--- config.mk ---
export PLATFORM = sky130hd
export DESIGN_NAME = semaphore_arb_flat
export DESIGN_NICKNAME = d
export VERILOG_FILES = /design/src/rtl/semaphore_arb_if.sv /design/src/rtl/semaphore_arb.sv /design/src/flat_wrapper.sv
export SDC_FILE = /design/constraint.sdc
export NUM_CORES = 1
export LEC_CHECK = 0
export BUFFER_PORTS_ARGS = -buffer_cell sky130_fd_sc_hd__buf_2
export CAP_MARGIN = 15
export CORE_MARGIN = 5
export CORE_UTILIZATION = 43
export DETAILED_ROUTE_END_ITERATION = 16
export PLACE_DENSITY = 0.89
export SLEW_MARGIN = 30
export SYNTH_ARGS = -nofsm -noshare
export SYNTH_HDL_FRONTEND = slang
export SYNTH_SLANG_ARGS = --single-unit
--- constraint.sdc ---
create_clock -name mclk -period 2.2 [get_ports mclk]
set_input_delay 0.33 -clock mclk [delete_from_list [all_inputs] [get_ports mclk]]
set_output_delay 0.33 -clock mclk [all_outputs]
set_load 0.02 [all_outputs]
--- src/rtl/semaphore_arb_if.sv ---
// semaphore_arb_if -- bus bundle between the requesters, the arbiter and the
// downstream semaphore register block.
//
// Parameters: NREQ requesters, DW data width, AW address width, BW byte-enable width.
// Requester side (flattened per requester i at [i*W +: W]):
//   req_cs, req_wr, req_addr, req_wdata, req_be  -> arbiter
//   req_rdata (shared), req_ack (one-hot pulse)  <- arbiter
// Semaphore side:
//   sem_cs, sem_wr, sem_addr, sem_wdata, sem_be  <- arbiter
//   sem_rdata, sem_ack                           -> arbiter
// Modports: slave = arbiter view, master = environment view.
interface semaphore_arb_if #(
  parameter int NREQ = 4,
  parameter int DW   = 16,
  parameter int AW   = 4,
  parameter int BW   = 2
) ();
  logic [NREQ-1:0]    req_cs;
  logic [NREQ-1:0]    req_wr;
  logic [NREQ*AW-1:0] req_addr;
  logic [NREQ*DW-1:0] req_wdata;
  logic [NREQ*BW-1:0] req_be;
  logic [DW-1:0]      req_rdata;
  logic [NREQ-1:0]    req_ack;

  logic               sem_cs;
  logic               sem_wr;
  logic [AW-1:0]      sem_addr;
  logic [DW-1:0]      sem_wdata;
  logic [BW-1:0]      sem_be;
  logic [DW-1:0]      sem_rdata;
  logic               sem_ack;

  modport slave (
    input  req_cs, req_wr, req_addr, req_wdata, req_be, sem_rdata, sem_ack,
    output req_rdata, req_ack, sem_cs, sem_wr, sem_addr, sem_wdata, sem_be
  );

  modport master (
    output req_cs, req_wr, req_addr, req_wdata, req_be, sem_rdata, sem_ack,
    input  req_rdata, req_ack, sem_cs, sem_wr, sem_addr, sem_wdata, sem_be
  );
endinterface

--- src/rtl/semaphore_arb.sv ---
// semaphore_arb -- round-robin arbiter letting NREQ requesters share one
// semaphore register block, with exactly one downstream access in flight.
//
// Ports:
//   mclk         clock, all state on rising edge
//   h_reset_n    asynchronous active-low reset
//   bus          semaphore_arb_if.slave (requester and semaphore buses)
//   arb_err_clr  clears the sticky timeout flag
//   arb_err      sticky timeout flag
//
// Optional feature: define SEMAPHORE_ARB_TIMEOUT_EN to add a 16-cycle
// downstream timeout that completes the access with zero data and sets
// arb_err. Without it BUSY waits for sem_ack indefinitely and arb_err is 0.
//
// Flow: IDLE grants the next requester at or after rr_ptr and latches its
// request into the sem_* registers; BUSY holds those until sem_ack; RESP
// carries the single-cycle req_ack pulse and blocks a new grant.
module semaphore_arb #(
  parameter int NREQ = 4,
  parameter int DW   = 16,
  parameter int AW   = 4,
  parameter int BW   = 2
) (
  input  logic           mclk,
  input  logic           h_reset_n,
  semaphore_arb_if.slave bus,
  input  logic           arb_err_clr,
  output logic           arb_err
);
  localparam int IW = (NREQ > 1) ? $clog2(NREQ) : 1;

  typedef enum logic [1:0] {IDLE, BUSY, RESP} state_t;

  state_t          state_reg, state_next;
  logic [IW-1:0]   rr_ptr_reg, rr_ptr_next;
  logic [IW-1:0]   grant_reg, grant_next;
  logic            sem_cs_reg, sem_cs_next;
  logic            sem_wr_reg, sem_wr_next;
  logic [AW-1:0]   sem_addr_reg, sem_addr_next;
  logic [DW-1:0]   sem_wdata_reg, sem_wdata_next;
  logic [BW-1:0]   sem_be_reg, sem_be_next;
  logic [DW-1:0]   req_rdata_reg, req_rdata_next;
  logic [NREQ-1:0] req_ack_reg, req_ack_next;
  logic [NREQ-1:0] ack_onehot;

`ifdef SEMAPHORE_ARB_TIMEOUT_EN
  logic [3:0]      tmo_reg, tmo_next;
  logic            arb_err_reg, arb_err_next;
`endif

  // Unpack the flattened request fields so the grant index selects directly.
  logic            wr_arr    [NREQ];
  logic [AW-1:0]   addr_arr  [NREQ];
  logic [DW-1:0]   wdata_arr [NREQ];
  logic [BW-1:0]   be_arr    [NREQ];

  genvar gi;
  generate
    for (gi = 0; gi < NREQ; gi++) begin : g_unpack
      assign wr_arr[gi]    = bus.req_wr[gi];
      assign addr_arr[gi]  = bus.req_addr[gi*AW +: AW];
      assign wdata_arr[gi] = bus.req_wdata[gi*DW +: DW];
      assign be_arr[gi]    = bus.req_be[gi*BW +: BW];
    end
  endgenerate

  // Round-robin search: first asserted req_cs starting at rr_ptr, wrapping.
  logic          found;
  logic [IW-1:0] pick;

  always_comb begin
    logic [IW:0] sum;
    found = 1'b0;
    pick  = '0;
    sum   = '0;
    for (int k = 0; k < NREQ; k++) begin
      sum = {1'b0, rr_ptr_reg} + (IW+1)'(k);
      if (sum >= (IW+1)'(NREQ)) sum = sum - (IW+1)'(NREQ);
      if (!found && bus.req_cs[sum[IW-1:0]]) begin
        found = 1'b1;
        pick  = sum[IW-1:0];
      end
    end
  end

  assign ack_onehot = NREQ'(1) << grant_reg;

  always_comb begin
    state_next     = state_reg;
    rr_ptr_next    = rr_ptr_reg;
    grant_next     = grant_reg;
    sem_cs_next    = sem_cs_reg;
    sem_wr_next    = sem_wr_reg;
    sem_addr_next  = sem_addr_reg;
    sem_wdata_next = sem_wdata_reg;
    sem_be_next    = sem_be_reg;
    req_rdata_next = req_rdata_reg;
    req_ack_next   = '0;
`ifdef SEMAPHORE_ARB_TIMEOUT_EN
    tmo_next       = '0;
    // A timeout detected below overrides a simultaneous clear.
    arb_err_next   = arb_err_clr ? 1'b0 : arb_err_reg;
`endif

    case (state_reg)
      IDLE: begin
        if (found) begin
          grant_next     = pick;
          rr_ptr_next    = (pick == IW'(NREQ-1)) ? '0 : pick + 1'b1;
          sem_cs_next    = 1'b1;
          sem_wr_next    = wr_arr[pick];
          sem_addr_next  = addr_arr[pick];
          sem_wdata_next = wdata_arr[pick];
          sem_be_next    = be_arr[pick];
          state_next     = BUSY;
        end
      end
      BUSY: begin
        if (bus.sem_ack) begin
          // Drop sem_cs right away so the target sees only one access.
          sem_cs_next    = 1'b0;
          req_rdata_next = bus.sem_rdata;
          req_ack_next   = ack_onehot;
          state_next     = RESP;
        end
`ifdef SEMAPHORE_ARB_TIMEOUT_EN
        else if (tmo_reg == 4'hF) begin
          sem_cs_next    = 1'b0;
          req_rdata_next = '0;
          req_ack_next   = ack_onehot;
          arb_err_next   = 1'b1;
          state_next     = RESP;
        end else begin
          tmo_next = tmo_reg + 4'd1;
        end
`endif
      end
      RESP: begin
        state_next = IDLE;
      end
      default: begin
        state_next = IDLE;
      end
    endcase
  end

  always_ff @(posedge mclk or negedge h_reset_n) begin
    if (!h_reset_n) begin
      state_reg     <= IDLE;
      rr_ptr_reg    <= '0;
      grant_reg     <= '0;
      sem_cs_reg    <= 1'b0;
      sem_wr_reg    <= 1'b0;
      sem_addr_reg  <= '0;
      sem_wdata_reg <= '0;
      sem_be_reg    <= '0;
      req_rdata_reg <= '0;
      req_ack_reg   <= '0;
`ifdef SEMAPHORE_ARB_TIMEOUT_EN
      tmo_reg       <= '0;
      arb_err_reg   <= 1'b0;
`endif
    end else begin
      state_reg     <= state_next;
      rr_ptr_reg    <= rr_ptr_next;
      grant_reg     <= grant_next;
      sem_cs_reg    <= sem_cs_next;
      sem_wr_reg    <= sem_wr_next;
      sem_addr_reg  <= sem_addr_next;
      sem_wdata_reg <= sem_wdata_next;
      sem_be_reg    <= sem_be_next;
      req_rdata_reg <= req_rdata_next;
      req_ack_reg   <= req_ack_next;
`ifdef SEMAPHORE_ARB_TIMEOUT_EN
      tmo_reg       <= tmo_next;
      arb_err_reg   <= arb_err_next;
`endif
    end
  end

  assign bus.sem_cs    = sem_cs_reg;
  assign bus.sem_wr    = sem_wr_reg;
  assign bus.sem_addr  = sem_addr_reg;
  assign bus.sem_wdata = sem_wdata_reg;
  assign bus.sem_be    = sem_be_reg;
  assign bus.req_rdata = req_rdata_reg;
  assign bus.req_ack   = req_ack_reg;

`ifdef SEMAPHORE_ARB_TIMEOUT_EN
  assign arb_err = arb_err_reg;
`else
  assign arb_err = 1'b0;
  wire unused_arb_err_clr = arb_err_clr;
`endif

endmodule
--- src/flat_wrapper.sv ---
// flat-port wrapper written by rule: the top's interface ports become plain ports
module semaphore_arb_flat 
#(
  parameter int NREQ = 4,
  parameter int DW   = 16,
  parameter int AW   = 4,
  parameter int BW   = 2
)
  (mclk, h_reset_n, arb_err_clr, arb_err, bus_req_cs, bus_req_wr, bus_req_addr, bus_req_wdata, bus_req_be, bus_sem_rdata, bus_sem_ack, bus_req_rdata, bus_req_ack, bus_sem_cs, bus_sem_wr, bus_sem_addr, bus_sem_wdata, bus_sem_be);
  semaphore_arb_if #(.NREQ(NREQ), .DW(DW), .AW(AW), .BW(BW)) bus_i ();
  input  logic mclk;
  input  logic h_reset_n;
  input  logic arb_err_clr;
  output logic arb_err;
  input wire logic [$bits(bus_i.req_cs)-1:0] bus_req_cs;
  input wire logic [$bits(bus_i.req_wr)-1:0] bus_req_wr;
  input wire logic [$bits(bus_i.req_addr)-1:0] bus_req_addr;
  input wire logic [$bits(bus_i.req_wdata)-1:0] bus_req_wdata;
  input wire logic [$bits(bus_i.req_be)-1:0] bus_req_be;
  input wire logic [$bits(bus_i.sem_rdata)-1:0] bus_sem_rdata;
  input wire logic [$bits(bus_i.sem_ack)-1:0] bus_sem_ack;
  output wire logic [$bits(bus_i.req_rdata)-1:0] bus_req_rdata;
  output wire logic [$bits(bus_i.req_ack)-1:0] bus_req_ack;
  output wire logic [$bits(bus_i.sem_cs)-1:0] bus_sem_cs;
  output wire logic [$bits(bus_i.sem_wr)-1:0] bus_sem_wr;
  output wire logic [$bits(bus_i.sem_addr)-1:0] bus_sem_addr;
  output wire logic [$bits(bus_i.sem_wdata)-1:0] bus_sem_wdata;
  output wire logic [$bits(bus_i.sem_be)-1:0] bus_sem_be;
  assign bus_i.req_cs = bus_req_cs;
  assign bus_i.req_wr = bus_req_wr;
  assign bus_i.req_addr = bus_req_addr;
  assign bus_i.req_wdata = bus_req_wdata;
  assign bus_i.req_be = bus_req_be;
  assign bus_i.sem_rdata = bus_sem_rdata;
  assign bus_i.sem_ack = bus_sem_ack;
  assign bus_req_rdata = bus_i.req_rdata;
  assign bus_req_ack = bus_i.req_ack;
  assign bus_sem_cs = bus_i.sem_cs;
  assign bus_sem_wr = bus_i.sem_wr;
  assign bus_sem_addr = bus_i.sem_addr;
  assign bus_sem_wdata = bus_i.sem_wdata;
  assign bus_sem_be = bus_i.sem_be;
  semaphore_arb #(.NREQ(NREQ), .DW(DW), .AW(AW), .BW(BW)) u_core (.mclk(mclk), .h_reset_n(h_reset_n), .bus(bus_i), .arb_err_clr(arb_err_clr), .arb_err(arb_err));
endmodule
==> results.json <==
{
  "syn_inst": 245,
  "endpoint_kind": "flip-flop",
  "seq_area_frac_synth_pct": 47.24,
  "hold_buffers": 0,
  "finalHoldViolations": 0,
  "nNetsFinal": 518,
  "synth_nets": 361,
  "dieArea_mm2": 0.007830,
  "fin_util_pct": 60.38,
  "post-route-period-util_pct": 82.49,
  "internal-power_w": 0.002418,
  "coreArea_mm2": 0.005956,
  "yosysUniqueCellTypes": 32,
  "p_clk_share_pct": 13.4,
  "synth-main-ff-cell": "dfrtp_1",
  "crit_buf_inv": 1,
  "tns_ns": 0,
  "swShare_pct": 43.70,
  "globalRouteTotalUtil_pct": 19.63,
  "grt_pass1_wl_mm": 12.06,
  "io_pins": 161,
  "antenna_left": 0,
  "postCtsSetupBuffers": 0,
  "die_h_um": 88.49,
  "firstDrtPassIters": 5,
  "leakage_nw": 2.028,
  "placement.io_buffers": 158,
  "startpoint_type": "flip-flop",
  "clock_path_buffers": 2,
  "tightest_slew_ns": 0.5689,
  "drive_above_1_share_pct": 49.63,
  "maxSlewHeadroom_pct": 62.07,
  "setup_viol": 0,
  "first_global_vias": 2590,
  "min_period_ns": 1.815,
  "cp_slowest_cell": "dfrtp_1",
  "crit_chain": "nor2b_1 -> nor3_1 -> o22ai_4 -> buf_4 -> mux2i_1 -> o221ai_2",
  "rr_worst_depth": 6,
  "outcome": "finished, final reports clean",
  "setup_ws_ns": 0.3853,
  "area_growth_pct": 35.76,
  "power_switching_w": 0.001877,
  "fin_cells": 478,
  "path_clk_slew_ns": 0.11,
  "path_class": "flip-flop to flip-flop",
  "detail_route.vias_per_cell": 5.044,
  "die_w_um": 88.49,
  "cts_inserted_buffers": 5,
  "clock_latency_ns": 0.31,
  "num_vias": 2411,
  "drc": 0,
  "rsz0062_at_grt": "no",
  "final_max_slew_viol_count": 0,
  "postCtsResizedCells": 0,
  "worstPathArrival_ns": 2.00,
  "routed_wl_mm": 7.501,
  "drt_iter0_drc": 90,
  "cp_max_fo": 19,
  "skew_ns": 0.01132,
  "antenna_cells": 0,
  "cp.depth": 6,
  "dpl.hpwl_mm": 5.950,
  "powerDensity_mw_per_mm2": 1194,
  "dp_cells": 470,
  "grt_max_degree": 31,
  "cts-root-buf": "clkbuf_8",
  "required_ns": 2.38,
  "cp_slowest_stage_delay_ns": 0.43,
  "ir_drop_v": 0.001030,
  "hold_path.class": "input pin to asynchronous set/reset pin",
  "crit_family": "flip-flops",
  "pre_cts_ws_ns": 0.3075,
  "h-tree-depth": 2,
  "netlist_area_mm2": 0.002649,
  "gr-total-overflow": 0,
  "synth_edf_count": 0,
  "ys_async_sr_fraction_pct": 100.0,
  "cts_tree": "done",
  "maxCapViolations": 0,
  "start_util_pct": 44.47,
  "gp_congestion": 0.7766,
  "hold_ws_ns": 0.005301,
  "combPwrFrac_pct": 51.7,
  "yosysWarnings": 0,
  "p_seq_share_pct": 34.8,
  "numClockSinks": 50,
  "synth.avg_cell_area_um2": 10.81,
  "rows": 28,
  "wl_per_cell_um": 15.69,
  "max_freq_mhz": 551.1,
  "ys_ff_latch": 50,
  "antenna_found_initial": 0
}
## kinds of logic after synthesis
| kind of cell | Yosys count | synth area share (%) |
|---|---|---|
| compound gates | 32 | 14.83 |
| xor+xnor | 1 | 0.3307 |
| buf+inv | 21 | 5.669 |
| flops | 50 | 47.24 |
| mux | 46 | 17.38 |
| other cells | 1 | 0.1416 |
| simple gates | 94 | 14.41 |
## area by class of cell
class | instances | area [µm²]
clock inverter | 3 | 28.78
timing repair buffer | 167 | 883.3
clock buffer | 5 | 68.82
tap | 75 | 93.84
sequential | 50 | 1251
fill | 525 | 2360
multi-input combinational | 174 | 1255
inverter | 4 | 15.01
## per-layer routing
metal  wire length (µm)  GRT usage, %
met5                  0             0
met4                 82         4.808
met3                495         3.445
met2               4194         36.03
met1               2727         23.80
## per-stage QoR
| step | area (µm²) | power, W |
|---|---|---|
| finish | 3596 | 0.004295 |
| floorplan | 2649 | 0.003089 |
| global placement | 3498 | 0.003665 |
| global route | 3596 | 0.004587 |
| detailed placement | 3498 | 0.003759 |
| CTS | 3596 | 0.004352 |
## worst paths after layout
check / from / to / slack [ns]
setup / recovery: u_core.rr_ptr_reg[0]$_DFFE_PN0P_ / u_core.bus.sem_addr[1]$_DFFE_PN0P_ / 0.39
hold / removal: h_reset_n / u_core.bus.req_rdata[6]$_DFFE_PN0P_ / 0.005
setup reg to reg: u_core.rr_ptr_reg[0]$_DFFE_PN0P_ / u_core.bus.sem_addr[1]$_DFFE_PN0P_ / 0.39
hold reg to reg: u_core.bus.req_rdata[8]$_DFFE_PN0P_ / u_core.bus.req_rdata[8]$_DFFE_PN0P_ / 0.48
max in group asynchronous: h_reset_n / u_core.bus.req_rdata[9]$_DFFE_PN0P_ / 1.64
min in group mclk: bus_sem_rdata[1] / u_core.bus.req_rdata[1]$_DFFE_PN0P_ / 0.20
## power by group through the flow
stage                     clock network [W]  logic, W  registers, W
after floorplan                           0   0.00119       0.00190
after global placement                    0   0.00217       0.00149
after detailed placement                  0   0.00225       0.00151
after CTS                          0.000604   0.00225       0.00150
after global routing               0.000632   0.00241       0.00155
final                              0.000578   0.00222       0.00150
## synthesized netlist by cell type (2+ instances only)
library cell  instances  area share (%)
buf_2                 2            0.38
clkbuf_4              3            0.85
dfrtp_1              50              47
nor3_1                2            0.38
mux2i_1              46              17
clkbuf_1              3            0.43
buf_6                 3             1.3
nand2_2               2            0.47
o221ai_2             19              11
inv_2                 2            0.28
nand2_1              79              11
nor2_1                5            0.71
nor2b_1               2            0.47
inv_1                 2            0.28
buf_4                 5             1.4
o221ai_1              4             1.3
## cells in the final DEF (no fill, tap or decap)
cell        n
clkbuf_8    5
a21oi_1     1
and3_1      1
xnor2_1     1
dfrtp_1    50
o32a_1      1
o31ai_1     1
nand2_2     2
nor2b_1     2
inv_1       2
o21ai_1     1
buf_4       7
nand3b_1    1
or2_1       1
a21o_1      1
nand2_1    79
clkinv_4    2
inv_8       1
conb_1      1
nor3_1      2
a211oi_1    1
or4_4       1
o22ai_4     1
buf_12      2
o221ai_2   19
nor2_1      5
mux2i_1    46
o221a_1     1
buf_2     158
o221ai_1    4
inv_2       2
o22ai_1     1
(Power assumes the default switching activity.)
